==> src/rtl/timer.sv <==
// timer: loadable down-counter for the traffic-light controller.
//
// The controller loads a duration (seconds) with a one-edge start_timer
// strobe. The count then drops by one on every seconds_enabled tick, and
// expired rises on the edge that carries the last tick.
//
// Ports
//   clkin           system clock, rising edge
//   rst_n           asynchronous active-low reset
//   value           duration in seconds, sampled when start_timer is high
//   seconds_enabled 1 Hz tick enable (may be held high to count every clock)
//   start_timer     synchronous load/restart strobe
//   expired         level, high in EXPIRED until the next start or reset
//   busy            high while counting
//   remaining       current count
module timer #(
  parameter int WIDTH = 4
) (
  input  logic             clkin,
  input  logic             rst_n,
  input  logic [WIDTH-1:0] value,
  input  logic             seconds_enabled,
  input  logic             start_timer,
  output logic             expired,
  output logic             busy,
  output logic [WIDTH-1:0] remaining
);

  typedef enum logic [1:0] {
    IDLE    = 2'd0,
    RUNNING = 2'd1,
    EXPIRED = 2'd2
  } state_t;

  state_t           state, state_nxt;
  logic [WIDTH-1:0] count, count_nxt;

  always_ff @(posedge clkin or negedge rst_n) begin
    if (!rst_n) begin
      state <= IDLE;
      count <= '0;
    end else begin
      state <= state_nxt;
      count <= count_nxt;
    end
  end

  // start_timer wins over the tick in every state; a zero duration goes
  // straight to EXPIRED without passing through RUNNING.
  always_comb begin
    state_nxt = state;
    count_nxt = count;
    if (start_timer) begin
      count_nxt = value;
      state_nxt = (value != '0) ? RUNNING : EXPIRED;
    end else begin
      unique case (state)
        IDLE: ;
        RUNNING: begin
          if (seconds_enabled) begin
            // count <= 1 also covers a stray zero so the count never wraps
            if (count > WIDTH'(1)) begin
              count_nxt = count - WIDTH'(1);
            end else begin
              count_nxt = '0;
              state_nxt = EXPIRED;
            end
          end
        end
        EXPIRED: count_nxt = '0;
        default: begin
          state_nxt = IDLE;
          count_nxt = '0;
        end
      endcase
    end
  end

  // Outputs come straight off the state and count flops.
  assign remaining = count;
  assign busy      = (state == RUNNING);
  assign expired   = (state == EXPIRED);

endmodule

==> config.mk <==
export PLATFORM = sky130hd
export DESIGN_NAME = timer
export DESIGN_NICKNAME = d
export VERILOG_FILES = /design/src/rtl/timer.sv
export SDC_FILE = /design/constraint.sdc
export NUM_CORES = 1
export LEC_CHECK = 0
export ABC_CLOCK_PERIOD_IN_PS = 3300
export CAP_MARGIN = 30
export CORE_AREA = 2 2 39 41
export CTS_CLUSTER_SIZE = 8
export DETAILED_ROUTE_END_ITERATION = 8
export DIE_AREA = 0 0 41 43
export PLACE_DENSITY = 0.65
export SLEW_MARGIN = 20
export SYNTH_ARGS = -nofsm -noshare
export SYNTH_HDL_FRONTEND = slang
export SYNTH_SLANG_ARGS = --single-unit
==> constraint.sdc <==
create_clock -name clkin -period 3.3 [get_ports clkin]
set_input_delay 0.66 -clock clkin [delete_from_list [all_inputs] [get_ports clkin]]
set_output_delay 0.66 -clock clkin [all_outputs]
set_load 0.05 [all_outputs]
==> Word level (Yosys, flattened, before mapping) <==
Index checks and enable logic that the tools add are counted.
{ "word_totals": {"output_inout_bits": 6, "in_bits": 8, "reg_bits": 6, "elab_cells": 24} }
{ "classes": {"muxes": 9, "n_eq_ne": 6, "addsub": 1, "n_lt_le_gt_ge": 1, "n_reduce_logical": 5} }
{ "op_table": {"columns": ["cell", "count"], "rows": [
  ["$mux 4", 3],
  ["$mux 2", 4],
  ["$pmux 4 s2", 1],
  ["$ne 3x3->1 const B", 2],
  ["$gt 4x1->1 const B", 1],
  ["$pmux 2 s2", 1],
  ["$reduce_bool 4->1", 1],
  ["$sub 4x1->4 const B", 1],
  ["$reduce_and 3->1", 1],
  ["$eq 2x1->1 const B", 1],
  ["$eq 2x2->1 const B", 1],
  ["$logic_not 2->1", 1],
  ["$ne 2x1->1 const B", 1],
  ["$ne 2x2->1 const B", 1],
  ["$reduce_and 2->1", 1],
  ["$reduce_or 2->1", 1]
]} }

==> Depth between registers and ports, before layout <==
Gate-level depths: netlist of the first run.
{ "logic_depth": {"ltp_word": 5, "mapped_depth": 5, "depth_no_buf": 5} }

==> Worst setup path after synthesis of the first run <==
Ideal clock, no wire load.
{ "synth_timing": {"kind": "register to register", "start": "register count[0] (netlist: remaining[0])", "end": "register state[1]", "stages_incl_launch_ff": 6, "setup_slack_ns": 1.443, "synth_period_minus_slack_ns": 1.857, "required_ns": 3.174, "n_path_buf": 0, "setup_time_ns": 0.126, "arrival_ns": 1.731, "path_cell_list": "dfrtp_1 -> inv_1 -> ha_1 -> nor2_1 -> and4bb_2 -> o31a_2"} }
{ "synth_via": {"elab_chain_len": 3} }
{ "synth_rtl": {"columns": ["item", "line", "rtl"], "rows": [
  ["start: declaration", "36", "logic [WIDTH-1:0] count, count_nxt;"],
  ["start signal: assignment", "44", "count <= count_nxt;"],
  ["$gt 4x1->1", "62", "if (count > WIDTH'(1)) begin"],
  ["$ne 3x3->1 (no source line)", null, null],
  ["$reduce_and 3->1 (no source line)", null, null],
  ["end signal: assignment", "43", "state <= state_nxt;"],
  ["end: declaration", "35", "state_t state, state_nxt;"]
]} }
Every way passes these cells.
A chain may end at the register's enable or synchronous reset.

==> Worst setup path in the final report of the first run <==
{ "layout_timing": {"start": "register state[0]", "end": "output busy"} }
{ "layout_via": {"elab_chain_len": 1} }
{ "layout_rtl": {"columns": ["item", "line", "rtl"], "rows": [
  ["$eq 2x1->1", "81", "assign busy = (state == RUNNING);"],
  ["end: declaration", "25", "output logic busy,"]
]} }
Every way passes these cells.

==> results of run 1 <==
-- layout make-up --
type / instances / area (sq um)
Inverter: 4 / 15.0
Sequential cell: 6 / 150
Timing Repair Buffer: 13 / 130
Tap cell: 16 / 20.0
Multi-Input combinational cell: 31 / 244
Clock buffer: 3 / 22.5
Fill cell: 143 / 802
-- worst max-delay path: stages (launching register included) --
cell and delay (ps):
dfrtp_1 430, nor2b_1 240, clkdlybuf4s50_1 840
-- flip-flops by register name, indices dropped and copies added (netlist names) --
signal,cells
state,2
remaining,4
-- cells in the final DEF, fill, tap and decap left out, types with 2 or more instances in the layout --
cell type and n:
clkdlybuf4s50_1 13, dfrtp_1 6, inv_1 4, nor2_1 4, nand2_1 3, clkbuf_4 3, nor2b_1 2, a311oi_1 2
o211ai_1 2, a31oi_1 2, ha_1 2
-- per-layer routing --
layer,vias to the layer above,global-route usage,share of wire
li1,192,-,-
met5,-,0,0
met2,24,0.203,0.46
met4,0,0.0800,0.023
met3,5,0,0.072
met1,199,0.210,0.44
-- where the power goes --
part / internal, mW / switching (mW) / leakage, nW
Combinational: 0.0456 / 0.0677 / 0.155
Sequential: 0.0829 / 0.0146 / 0.0734
Clock: 0.0412 / 0.0269 / 0.0138
Total: 0.170 / 0.109 / 0.242
-- stage by stage --
stage                     cell area (sq um)   util
after floorplan                         420      -
after detailed placement                559  0.404
after global routing                    582  0.420
after global placement                  559  0.404
after CTS                               582  0.420
final                                   582  0.420
-- synth_stat cells --
cell      count  area share
a311oi_1      2       0.042
ha_1          2       0.060
dfrtp_1       6        0.36
nor3_1        1       0.012
nor2_1        4       0.036
o31ai_1       1       0.018
nand2_1       3       0.027
o41ai_1       1       0.021
nor2b_1       2       0.030
o2111a_1      1       0.027
inv_1         4       0.036
and2b_1       1       0.018
or2_1         1       0.015
a32o_1        1       0.024
nor4_1        1       0.015
a22o_2        1       0.024
a31oi_1       2       0.030
o31a_2        1       0.024
and4bb_2      1       0.030
nor3b_2       1       0.030
buf_6         1       0.027
a211o_4       1       0.042
o211ai_1      2       0.036
a221o_1       1       0.024
-- worst min path at each step --
stage / from / to / cells past startpoint
after floorplan: rst_n / remaining[0] / 0
after global placement: remaining[3] / remaining[3] / 1
after detailed placement: remaining[3] / remaining[3] / 1
after CTS: remaining[3] / remaining[3] / 1
after global routing: remaining[3] / remaining[3] / 1
final: remaining[3] / remaining[3] / 1
-- cells by family after synthesis --
kind of cell,count (synthesis),share of synthesized area
buf+inv,5,0.0625
fa+ha+maj,2,0.0595
compound gates,14,0.310
flops,6,0.357
simple gates,15,0.211
==> impl_metrics.yaml, run 1 <==
synthesis:
  synthDistinctLibCells: 24
  ys_seq_elements: 6
  synth.yosys.warnings: 0
  synth.yosys.seq_area_share: 0.357
  gate_count_after_technology_mapping: 42
  synth_nets: 52
  synth.cell_area_sq_um: 420
  post_synthesis_average_cell_area_sq_um: 10.0
global_routing:
  grt_first_pass_wirelength_um: 1730
  grt_pass1_vias: 364
  grt_antenna_before_repair: 0
  grtUsageTotal: 0.143
  global_route.overflow_total: 0
  largest_net_degree_at_the_start_of_global_routing: 12
power_and_ir_drop:
  power_total_uw: 279
  power.ir.vdd_worst_mv: 0.190
  power.leakage_nw: 0.242
  power_density_mw_per_mm2: 479
sta:
  hold_viol_final: 0
  finClkSkew_ps: 5.66
  timing.final.max_slew_violations: 0
  unrepaired_setup_endpoints_after_global_routing: "no"
  worst_slew_margin_rel: 0.667
  worst_slack_ps: 888
  fin_worst_hold_slack_ps: 590
  setup_total_negative_slack_ps: 0
  report.final.setup_viol: 0
  finalCriticalPeriod_ps: 2410
  timing_worst_slew_pin_value_ps: 499
  min_period_over_period: 0.731
  fmax_ghz: 0.415
floorplanning:
  initial_utilization: 0.304
  die_x_um: 41
  pin_count: 14
  rows: 14
  design.core.area_sq_mm: 0.00138
  die-area_sq_mm: 0.00176
  die_h_um: 43
route:
  drt_drc_violations_left: 0
  vias: 420
  post_drt_wl_per_cell_um: 14.2
  routed_wl_um: 1040
  antenna_left: 0
  first_iter_violations: 7
  firstDrtPassIters: 4
  vias_per_cell: 5.75
job:
  timing.max_cap.violations: 0
cells_and_area:
  antennaDiodeCount: 0
  numnets_final: 69
  area_growth_pct: 38.4
  drive_gt1_frac: 0.140
  fin_cells: 73
clock_tree:
  cts-hold-fix-buffers: 0
  cts_tree: "built"
  clockRootBuffer: "clkbuf_4"
  htree_levels: 1
  clk_path_buf_depth: 2
  cts_made_buffers: 3
  postCtsResizedCells: 0
  cts_setup_buffers: 0
  clkTransAtPathRegs_ps: 50
  clock_sink_count: 6
  clkLatencyLatePin_ps: 240
setup_path:
  capture_point_of_the_critical_path: "busy"
  critPathMaxFanout: 6
  r2r_start: "remaining[0]"
  crit_start: "state[0]"
  ff2ff_setup_slack_ps: 1590
  cp-end-kind: "primary output"
  critPathLaunchType: "flop"
  worst_r2r_path_depth: 5
  worstSetupPathType: "reg -> out"
  cp.required_ps: 2640
  reg2reg_to: "state[1]"
  arrival_ps: 1750
min_path:
  worstHoldPathType: "reg -> reg"
place:
  dp.final_hpwl_um: 776
  gp_routability_congestion: 0.776
  place_inst: 70
  dp_slack_ps: 1160
  place.port_buffers: 13
outcome:
  status: "complete, no violations"
(Power assumes the default switching activity.)
==> inputs of run 2 (changes only) <==
--- a/config.mk
+++ b/config.mk
@@ -5,7 +5,7 @@
 export SDC_FILE = /design/constraint.sdc
 export NUM_CORES = 1
 export LEC_CHECK = 0
-export ABC_CLOCK_PERIOD_IN_PS = 3300
+export ABC_CLOCK_PERIOD_IN_PS = 2300
 export CAP_MARGIN = 30
 export CORE_AREA = 2 2 39 41
 export CTS_CLUSTER_SIZE = 8
==> constraint.sdc (replaced) <==
create_clock -name clkin -period 2.3 [get_ports clkin]
set_input_delay 0.46 -clock clkin [delete_from_list [all_inputs] [get_ports clkin]]
set_output_delay 0.46 -clock clkin [all_outputs]
set_load 0.05 [all_outputs]
==> run 2 against run 1 <==
Worst setup slack lost 780 ps. Critical path depth unchanged. Design area increased by 0.86%. Flip-flop and latch count unchanged. Worst hold slack lost 130 ps. Wire length grew 1.4%. Combinational power increased by 45%. Utilization increased by 0.36 points. Power is 44% higher. Sequential power increased by 43%. Largest power group unchanged.
==> impl_metrics.yaml, run 2 (synthesized netlist as in run 1, its figures left out) <==
sta:
  unrepaired_setup_endpoints_after_global_routing: "no"
  timing_worst_slew_pin_value_ps: 502
  timing.final.max_slew_violations: 0
  hold_viol_final: 0
  min_period_over_period: 0.955
  finalCriticalPeriod_ps: 2200
  worst_slew_margin_rel: 0.661
  report.final.setup_viol: 0
  finClkSkew_ps: 1.16
  fin_worst_hold_slack_ps: 463
  fmax_ghz: 0.455
  setup_total_negative_slack_ps: 0
setup_path:
  cp_cell_sequence: "nor2b_1 > clkdlybuf4s50_1"
  cp.required_ps: 1840
  critPathMaxStageDelay_ps: 840
  worst_path_max_delay_cell: "clkdlybuf4s50_1"
  worstSetupPathType: "reg -> out"
  critPathLaunchType: "flop"
  critPathMaxFanout: 6
  cp-end-kind: "primary output"
  arrival_ps: 1740
power_and_ir_drop:
  power_total_uw: 403
  power.leakage_nw: 0.248
  share_seq_of_total_power: 0.349
  power.internal_uw: 244
  p_switching_uw: 158
  swShare: 0.393
  power_density_mw_per_mm2: 686
  combinational_power_share: 0.408
  power.ir.vdd_worst_mv: 0.340
  power_frac_clock: 0.244
global_routing:
  grt_first_pass_wirelength_um: 1700
  grtUsageTotal: 0.150
  grt_antenna_before_repair: 0
  grt_pass1_vias: 377
  largest_net_degree_at_the_start_of_global_routing: 8
  global_route.overflow_total: 0
floorplanning:
  die_h_um: 43
  pin_count: 14
  initial_utilization: 0.304
  rows: 14
  die_x_um: 41
  design.core.area_sq_mm: 0.00138
  die-area_sq_mm: 0.00176
clock_tree:
  clkLatencyLatePin_ps: 250
  cts-hold-fix-buffers: 0
  htree_levels: 1
  clk_path_buf_depth: 2
  cts_tree: "built"
  clockRootBuffer: "clkbuf_4"
  postCtsResizedCells: 0
  clkTransAtPathRegs_ps: 40
  cts_setup_buffers: 0
  clock_sink_count: 6
  cts_made_buffers: 3
cells_and_area:
  antennaDiodeCount: 0
  largest_register_ffs: 4
  fin_cells: 74
  final_cell_mix: "clkdlybuf4s50_1, dfrtp_1, inv_1, nor2_1"
  most_common_cell_after_layout_fill_and_taps_aside: "clkdlybuf4s50_1"
  finish.instance_area_sq_um: 587
  drive_gt1_frac: 0.172
  numnets_final: 70
  area_growth_pct: 39.6
route:
  post_drt_wl_per_cell_um: 14.2
  drt_drc_violations_left: 0
  vias_per_cell: 5.42
  vias: 401
  first_iter_violations: 5
  firstDrtPassIters: 4
  routed_wl_um: 1050
  antenna_left: 0
place:
  gp_routability_congestion: 0.747
  place.port_buffers: 13
  place_inst: 71
  dpl_cell_area_sq_um: 564
  dp.final_hpwl_um: 810
min_path:
  worstHoldPathType: "in -> async"
outcome:
  status: "complete, no violations"
job:
  timing.max_cap.violations: 0
==> run 2: cell count changes in the layout (fill, tap and decap cells not counted) <==
cell             delta
buf_4               +2
clkdlybuf4s50_1     -1
==> run 2: cell type report <==
cell class / count / area [sq um]
Fill cell: 159 / 797
Sequential cell: 6 / 150
Inverter: 4 / 15.0
Multi-Input combinational cell: 31 / 244
Timing Repair Buffer: 14 / 135
Clock buffer: 3 / 22.5
Tap cell: 16 / 20.0
==> run 2: worst max-delay path, delay by kind of cell (launching register included) <==
family | cells | cell delay (ps)
buffers and inverters | 1 | 840
DFF | 1 | 420
and+or+nand+nor | 1 | 230
==> run 2: through the flow <==
step	worst slack (ps)	util
3_5_place_dp	368	0.408
2_1_floorplan	443	-
5_1_grt	26.6	0.424
3_3_place_gp	391	0.408
4_1_cts	96.2	0.424
6_report	103	0.424
==> run 2: final timing paths <==
path / from / to / slack, ps / depth (start not counted)
max: state[0] / busy / 100 / 2
min: rst_n / remaining[3] / 460 / 1
max reg2reg: remaining[0] / state[1] / 600 / 5
min reg2reg: remaining[3] / remaining[3] / 590 / 1
max in group asynchronous: rst_n / remaining[0] / 1610 / 1
min in group clkin: remaining[3] / remaining[3] / 590 / 1
==> run 2: power by group through the flow <==
| stage | clock network (mW) | logic (mW) | registers (mW) |
|---|---|---|---|
| 2_1_floorplan | 0 | 0.0741 | 0.172 |
| 3_3_place_gp | 0 | 0.163 | 0.140 |
| 3_5_place_dp | 0 | 0.165 | 0.141 |
| 4_1_cts | 0.102 | 0.165 | 0.140 |
| 5_1_grt | 0.107 | 0.177 | 0.142 |
| 6_report | 0.0981 | 0.164 | 0.140 |
==> run 2: routing by layer <==
layer  up-vias  track usage  wire (um)
met5         -            0          0
met4         0       0.0800         16
met3         2       0.0471         49
met2        16        0.206        474
met1       186        0.202        509
li1        197            -          -
